===== src/rtl/sram_1rw_ctrl_if.sv =====
// Request/response bundle for sram_1rw_ctrl: valid/ready request channel,
// unthrottled read response channel and init status.
interface sram_1rw_ctrl_if #(
    parameter int ADDR_W = 6,
    parameter int DATA_W = 32
);
    localparam int MASK_W = DATA_W / 8;

    logic              REQ_VALID;
    logic              REQ_READY;
    logic              REQ_WE;
    logic [ADDR_W-1:0] A;
    logic [DATA_W-1:0] I;
    logic [MASK_W-1:0] WMASK;
    logic              RSP_VALID;
    logic [DATA_W-1:0] O;
    logic              INIT_DONE;

    // Requester side (cache / scratchpad control logic)
    modport master (
        output REQ_VALID, REQ_WE, A, I, WMASK,
        input  REQ_READY, RSP_VALID, O, INIT_DONE
    );

    // Storage side
    modport slave (
        input  REQ_VALID, REQ_WE, A, I, WMASK,
        output REQ_READY, RSP_VALID, O, INIT_DONE
    );
endinterface


===== src/rtl/sram_1rw_ctrl.sv =====
// Single-port SRAM model with valid/ready front end, byte-lane write mask,
// optional output register and a post-reset sweep that writes INIT_VAL everywhere.
module sram_1rw_ctrl #(
    parameter int                ADDR_W   = 6,
    parameter int                DEPTH    = 64,
    parameter int                DATA_W   = 32,
    parameter int                OUT_REG  = 0,
    parameter logic [DATA_W-1:0] INIT_VAL = '0
) (
    input  logic          CE,
    input  logic          RST,
    sram_1rw_ctrl_if.slave bus
);

    localparam int MASK_W = DATA_W / 8;
    localparam logic [ADDR_W-1:0] LAST_ADDR = ADDR_W'(DEPTH - 1);
    localparam logic [ADDR_W:0]   DEPTH_EXT = (ADDR_W + 1)'(DEPTH);

    typedef enum logic {
        ST_INIT = 1'b0,
        ST_RUN  = 1'b1
    } state_t;

    state_t            state_reg;
    state_t            state_next;
    logic [ADDR_W-1:0] init_cnt_reg;
    logic [ADDR_W-1:0] init_cnt_next;
    logic              init_we;

    logic [DATA_W-1:0] mem [DEPTH];

    logic              accept;
    logic              in_range;
    logic              acc_wr;
    logic              acc_rd;

    logic [ADDR_W-1:0] wr_addr;
    logic [DATA_W-1:0] wr_data;
    logic [MASK_W-1:0] lane_we;

    logic              rq_valid_reg;
    logic              rq_hit_reg;
    logic [ADDR_W-1:0] rq_addr_reg;
    logic              rd_valid_reg;
    logic [DATA_W-1:0] rd_data_reg;

    // ------------------------------------------------------------------
    // Init / run state machine
    // ------------------------------------------------------------------
    always_ff @(posedge CE) begin
        if (RST) begin
            state_reg    <= ST_INIT;
            init_cnt_reg <= '0;
        end else begin
            state_reg    <= state_next;
            init_cnt_reg <= init_cnt_next;
        end
    end

    always_comb begin
        state_next    = state_reg;
        init_cnt_next = init_cnt_reg;
        init_we       = 1'b0;
        case (state_reg)
            ST_INIT: begin
                init_we = 1'b1;
                if (init_cnt_reg == LAST_ADDR) begin
                    state_next    = ST_RUN;
                    init_cnt_next = '0;
                end else begin
                    init_cnt_next = init_cnt_reg + 1'b1;
                end
            end
            ST_RUN: begin
                state_next = ST_RUN;
            end
            default: begin
                state_next    = ST_INIT;
                init_cnt_next = '0;
            end
        endcase
    end

    assign bus.REQ_READY = (state_reg == ST_RUN);
    assign bus.INIT_DONE = (state_reg == ST_RUN);

    // ------------------------------------------------------------------
    // Request decode
    // ------------------------------------------------------------------
    assign accept   = bus.REQ_VALID & bus.REQ_READY;
    assign in_range = ({1'b0, bus.A} < DEPTH_EXT);
    assign acc_wr   = accept & bus.REQ_WE & in_range;
    assign acc_rd   = accept & ~bus.REQ_WE;

    // The single write port is shared between the init sweep and user writes;
    // the two never coincide because requests are only accepted in RUN.
    always_comb begin
        if (init_we) begin
            wr_addr = init_cnt_reg;
            wr_data = INIT_VAL;
        end else begin
            wr_addr = bus.A;
            wr_data = bus.I;
        end
    end

    genvar gi;
    generate
        for (gi = 0; gi < MASK_W; gi++) begin : g_lane_we
            assign lane_we[gi] = ~RST & (init_we | (acc_wr & bus.WMASK[gi]));
        end
    endgenerate

    always_ff @(posedge CE) begin
        for (int b = 0; b < MASK_W; b++) begin
            if (lane_we[b]) begin
                mem[wr_addr][8*b +: 8] <= wr_data[8*b +: 8];
            end
        end
    end

    // ------------------------------------------------------------------
    // Read pipeline: request capture, then registered array read.
    // The array is read one edge after accept, so a write accepted on the
    // previous edge is already visible.
    // ------------------------------------------------------------------
    always_ff @(posedge CE) begin
        if (RST) begin
            rq_valid_reg <= 1'b0;
            rq_hit_reg   <= 1'b0;
            rq_addr_reg  <= '0;
        end else begin
            rq_valid_reg <= acc_rd;
            if (acc_rd) begin
                rq_hit_reg  <= in_range;
                rq_addr_reg <= bus.A;
            end
        end
    end

    always_ff @(posedge CE) begin
        if (RST) begin
            rd_valid_reg <= 1'b0;
            rd_data_reg  <= '0;
        end else begin
            rd_valid_reg <= rq_valid_reg;
            if (rq_valid_reg) begin
                rd_data_reg <= rq_hit_reg ? mem[rq_addr_reg] : '0;
            end
        end
    end

    // ------------------------------------------------------------------
    // Optional output register; data holds between responses either way.
    // ------------------------------------------------------------------
    generate
        if (OUT_REG != 0) begin : g_out_reg
            logic              out_valid_reg;
            logic [DATA_W-1:0] out_data_reg;

            always_ff @(posedge CE) begin
                if (RST) begin
                    out_valid_reg <= 1'b0;
                    out_data_reg  <= '0;
                end else begin
                    out_valid_reg <= rd_valid_reg;
                    if (rd_valid_reg) begin
                        out_data_reg <= rd_data_reg;
                    end
                end
            end

            assign bus.RSP_VALID = out_valid_reg;
            assign bus.O         = out_data_reg;
        end else begin : g_out_direct
            assign bus.RSP_VALID = rd_valid_reg;
            assign bus.O         = rd_data_reg;
        end
    endgenerate

endmodule


===== src/flat_wrapper.sv =====
// flat-port wrapper written by rule: the top's interface ports become plain ports
module sram_1rw_ctrl_flat 
#(
    parameter int                ADDR_W   = 6,
    parameter int                DEPTH    = 64,
    parameter int                DATA_W   = 32,
    parameter int                OUT_REG  = 0,
    parameter logic [DATA_W-1:0] INIT_VAL = '0
)
  (CE, RST, bus_REQ_VALID, bus_REQ_WE, bus_A, bus_I, bus_WMASK, bus_REQ_READY, bus_RSP_VALID, bus_O, bus_INIT_DONE);
  sram_1rw_ctrl_if #(.ADDR_W(ADDR_W), .DATA_W(DATA_W)) bus_i ();
  input  logic CE;
  input  logic RST;
  input wire logic [$bits(bus_i.REQ_VALID)-1:0] bus_REQ_VALID;
  input wire logic [$bits(bus_i.REQ_WE)-1:0] bus_REQ_WE;
  input wire logic [$bits(bus_i.A)-1:0] bus_A;
  input wire logic [$bits(bus_i.I)-1:0] bus_I;
  input wire logic [$bits(bus_i.WMASK)-1:0] bus_WMASK;
  output wire logic [$bits(bus_i.REQ_READY)-1:0] bus_REQ_READY;
  output wire logic [$bits(bus_i.RSP_VALID)-1:0] bus_RSP_VALID;
  output wire logic [$bits(bus_i.O)-1:0] bus_O;
  output wire logic [$bits(bus_i.INIT_DONE)-1:0] bus_INIT_DONE;
  assign bus_i.REQ_VALID = bus_REQ_VALID;
  assign bus_i.REQ_WE = bus_REQ_WE;
  assign bus_i.A = bus_A;
  assign bus_i.I = bus_I;
  assign bus_i.WMASK = bus_WMASK;
  assign bus_REQ_READY = bus_i.REQ_READY;
  assign bus_RSP_VALID = bus_i.RSP_VALID;
  assign bus_O = bus_i.O;
  assign bus_INIT_DONE = bus_i.INIT_DONE;
  sram_1rw_ctrl #(.ADDR_W(ADDR_W), .DEPTH(DEPTH), .DATA_W(DATA_W), .OUT_REG(OUT_REG), .INIT_VAL(INIT_VAL)) u_core (.CE(CE), .RST(RST), .bus(bus_i));
endmodule

===== config.mk =====
export PLATFORM = sky130hd
export DESIGN_NAME = sram_1rw_ctrl_flat
export DESIGN_NICKNAME = d
export VERILOG_FILES = /design/src/rtl/sram_1rw_ctrl_if.sv /design/src/rtl/sram_1rw_ctrl.sv /design/src/flat_wrapper.sv
export SDC_FILE = /design/constraint.sdc
export NUM_CORES = 2
export LEC_CHECK = 0
export CORE_ASPECT_RATIO = 0.9
export CORE_MARGIN = 8
export CORE_UTILIZATION = 45
export CTS_BUF_LIST = sky130_fd_sc_hd__clkbuf_4 sky130_fd_sc_hd__clkbuf_8
export DETAILED_ROUTE_END_ITERATION = 16
export DONT_BUFFER_PORTS = 1
export SLEW_MARGIN = 15
export SYNTH_ARGS = -nofsm -noshare
export SYNTH_HDL_FRONTEND = slang
export SYNTH_SLANG_ARGS = --single-unit
export TNS_END_PERCENT = 10

===== constraint.sdc =====
create_clock -name CE -period 2.8 [get_ports CE]
set_input_delay 0.28 -clock CE [delete_from_list [all_inputs] [get_ports CE]]
set_output_delay 0.28 -clock CE [all_outputs]
set_load 0.1 [all_outputs]

==> results by stage <==
GRT:
- Entering global routing, the biggest net connects 65 pins.
- The via count of the first global-routing pass came to between 40000 and 50000.
- The number of antenna violations at the first check in global routing is 10.
- Global routing used roughly 23% of the available tracks.
- After global routing the overflow that remains totals 0.
- The first global-routing pass estimated 324 mm of wire.

Critical path:
- The minimum setup slack among reg-to-reg paths is -30 ps.
- The buffer and inverter count on the worst path is 2.
- On the worst path, the slowest cell contributes a delay of 620 ps.
- Measured in cells, the most critical reg-to-reg path has a length of 6.
- The critical path class is flop to flop.
- The data arrival time of the critical path is about 3700 ps.
- The category of the worst setup path launch point is a flop.
- The data required time at the worst endpoint is 3690 ps.
- The slowest library cell on the worst path is dfxtp_4.
- The signal on the critical path passes through buf_12 > buf_6 > mux4_2 > mux4_2 > a22oi_2 > nand3_1.
- The type of element capturing the critical path is a flop.
- Of all nets on the critical path, the largest fanout is 18.
- The kind of cell adding the most delay to the critical path is multiplexers.
- The worst register-to-register path ends at u_core.bus.O[20].
- The cell occurring most often along the worst timing path is mux4_2.

Power and ir drop:
- Across the VDD grid, the largest voltage drop is between 0.0004 and 0.0005 V.
- The analysis attributes to net switching a power of around 12 mW.
- Net switching is between 20% and 30% of the power.
- Internal power comes to approximately 48 mW.
- Combinational logic burns under 10% of the power.
- The leakage dissipation is roughly 33 nW.
- In this run, flip-flops and latches consume ~56% of the power.
- The power density of the placed cells is 632 nW/µm².
- The clock network burns a little over two fifths of the power.

Synthesis:
- Summing every instance area after synthesis gives about 82000 µm².
- The number of flops mapped to enable cells by yosys is approximately 2000.
- The synthesized netlist net count is between 4000 and 5000.
- The total of flip-flops plus latches after synthesis is 2102.
- After synthesis, the share of flip-flops with an asynchronous set or reset is 0%.
- In the synthesized netlist the dominant register cell turns out to be edfxtp_1.
- The average cell area after synthesis is between 20 and 25 µm².
- Sequential cells were found to cover between 70 and 80% of the synthesized design area.
- Counting every instance in the synthesized netlist gives ~4000.
- During synthesis, Yosys emitted a total of 0 warnings.
- The number of distinct standard cells referenced by the synthesized netlist is 65.

Run status:
- The run finished, with violations left.
- The final reports fail on negative setup slack.

Floorplan:
- In this run the standard cell core region covers roughly 180000 µm².
- After floorplanning, the core was divided into ~150 placement rows.
- The die covers between 150000 and 200000 µm².
- In this run the count of I/O pins placed on the die edge is around 80.
- From left edge to right edge, the die measures 465 µm.
- The chip height is around 420 µm.
- Once the floorplan was initialized, standard cells occupied 45.2% of the core.

Placed design:
- Timing analysis after detailed placement gives a worst setup slack of -172 ps.
- The sum of net half-perimeters after detailed placement is around 150 mm.
- At the end of routability-driven placement, the weighted congestion stood at between 0.8 and 0.9.
- During placement, the flow inserted port buffers numbering 0.
- The placed instances occupy a cell area of just under 90000 µm².

Timing:
- In the finished design, the share of the clock period the worst path needs comes to 101%.
- In this run the tightest slew margin relative to its limit is a little over a third.
- The time the worst path needs with I/O delays and setup is 2830 ps.
- The count of final max-slew check failures came to 0.
- The measured slew at the worst slew-check pin is around 950 ps.
- The final worst clock skew is between 70 and 80 ps.
- Setup total negative slack on the finished layout was measured at -56.0 ps.
- The final hold violation count is 0.
- The count of final setup violators is 2.
- The setup slack of the critical path after layout is -28.7 ps.
- Timing would allow up to ~0.35 GHz.
- Setup repair after global routing could not meet its margin everywhere.
- Across all hold checks on the routed design, the worst slack comes to between 100 and 150 ps.

Route:
- The count of antenna-violating nets left after detailed routing is 0.
- The routed via count is ~44000.
- In the final routed layout, each cell accounts on average for approximately 31 µm.
- The sum of routed wire length over all layers is 229 mm.
- The length of the first detailed-routing pass in iterations is 5.
- For this run, design rule violations remaining after detail routing come to 0.
- In this run, the number of DRC markers left after iteration 0 of detailed routing was 5723.
- In the routed layout, each cell is associated on average with a via count of 5.90.

Clock tree:
- The number of buffers on the longest clock path is 4.
- The tree is rooted in a clkbuf_8.
- After clock tree synthesis, the clock-pin slew on the worst setup and hold paths is 60 ps.
- The clock tree from TritonCTS is yes.
- In this run, CTS created clock tree buffers numbering 355.
- The later pin in the worst-skew pair is clocked with a latency of ~1100 ps.
- The H-tree depth reported by CTS is 5.
- For this design, the sink count on the clock tree is approximately 2100.

Flow run:
- The max-capacitance violation count is 0.

Finish:
- Summing all non-filler instances in the final layout gives an area of just under 100000 µm².
- From synthesis to final layout, the design area changed by 17.8%.
- In the layout the commonest cells are 2048 x edfxtp_1, 543 x buf_4, 455 x mux4_2, 367 x clkbuf_8, 318 x nor2_1.
- After filler insertion, the fill cell instance count of the layout stands at approximately 14000.
- The number of nets in the layout is 4842.
- The share of post-route cells with drive strength above 1 is between 30% and 40%.
- The number of flip-flops under the largest register name is between 2000 and 2500.
- The library cell used most frequently in the layout, excluding fill and tap cells, is edfxtp_1.
- Ranked by flip-flop count, first place goes to u_core.mem.

Hold path:
- The hold-critical path endpoint is u_core.mem[12][6].
- The depth of the worst hold-timing path is 6.
- The tightest min-delay check is of the input port to flop type.
- The launch point of the worst hold path is bus_A[0].
worst max-delay path by stage:
stage                                    start                 end  slack (ps)  cells after the start
final                                     flop    u_core.bus.O[20]         -30                      6
after floorplan           u_core.bus.INIT_DONE  u_core.mem[13][16]        -260                      7
after detailed placement                  flop    u_core.bus.O[30]        -170                      8
after global routing                      flop    u_core.bus.O[20]         -90                      6
after CTS                                 flop    u_core.bus.O[26]         -50                      6
after global placement                    flop    u_core.bus.O[20]        -160                      6
power groups by stage:
stage / logic (mW) / clock network [mW] / registers, mW
6_report: 0.588 / 26.1 / 34.1
5_1_grt: 0.601 / 27.9 / 34.1
4_1_cts: 0.578 / 26.6 / 34.1
3_5_place_dp: 0.503 / 0 / 34.8
3_3_place_gp: 0.501 / 0 / 34.8
2_1_floorplan: 0.229 / 0 / 34.8
area by class of cell:
type / count / area, µm² / share of cell area [%]
well taps: 2400 / 3000 / 3.12
diodes: 9 / 22.5 / 0.0234
repair buffers: 654 / 5860 / 6.09
multi-input cells: 1676 / 18000 / 18.8
inverters: 6 / 25.0 / 0.0260
flip-flops and latches: 2102 / 62600 / 65.1
clock buffers: 474 / 5850 / 6.09
clock inverters: 135 / 779 / 0.810
Yosys cell counts (3+ instances only):
cell type	instances	area, µm²
a2111oi_0	8	70.1
a211oi_1	22	165
a21oi_1	25	125
a221o_1	4	40.0
a221oi_1	13	114
a22o_1	14	123
a22oi_1	69	518
a311oi_1	3	26.3
a31oi_1	6	37.5
a41oi_1	3	26.3
and2_1	40	250
and3_1	7	43.8
and3b_1	4	35.0
buf_1	24	90.1
buf_2	75	375
buf_4	49	368
buf_6	14	158
clkbuf_1	66	248
dfxtp_1	54	1080
edfxtp_1	2048	61500
inv_1	4	15.0
mux2_2	74	833
mux2i_1	144	1440
mux4_2	455	10200
nand2_1	159	597
nand2b_1	16	100
nand3_1	60	300
nand4_1	5	31.3
nor2_1	321	1200
nor2b_1	28	175
nor3_1	27	135
nor4_1	5	31.3
o2111ai_1	7	61.3
o211ai_1	5	37.5
o21a_1	5	37.5
o21ai_0	18	90.1
o21ai_1	14	70.1
o22ai_1	50	313
o31ai_1	19	143
o32a_1	3	30.0
o32ai_1	6	52.6
o41ai_1	5	43.8
or2_2	5	31.3
metal layers:
metal | global-route usage [%] | vias to the layer above | wire length [µm]
met2 | 34.6 | 2303 | 103000
li1 | - | 18100 | -
met4 | 8.21 | 2 | 8420
met1 | 33.5 | 23200 | 96200
met3 | 5.25 | 411 | 21600
met5 | 0 | - | 12
what timing repair did:
item,4_1_cts,5_1_grt
hold buffers,43,0
pin swaps,1,0
endpoints found under the setup margin,11,18
endpoints found under the hold margin,2092,0
buffers inserted,0,1
gates resized for setup,11,17
cells by family (layout without fill, tap and decap cells):
group	Yosys count	after routing	synth area share, %
other cells	0	9	0
xor+xnor	2	2	0.0215
fa+ha+maj	1	1	0.0153
flops	2102	2102	76.6
compound gates	311	311	2.73
mux	673	673	15.3
buf+inv	235	1269	1.55
simple gates	689	689	3.72
through the flow:
step                      util, %  cells  power (mW)
after global routing         53.3   7451        62.7
after floorplan                 -   4013        35.0
after global placement       49.3   6794        35.3
final                        53.3   7456        60.8
after detailed placement     49.3   6794        35.3
after CTS                    53.2   7446        61.3
tightest hold or removal path, delay by kind of cell:
family	cells	cell delay (ps)
buffers and inverters	1	180
AO/OA/AOI/OAI	1	160
AND/OR/NAND/NOR	4	390
Power figures use the tool's default switching activity.
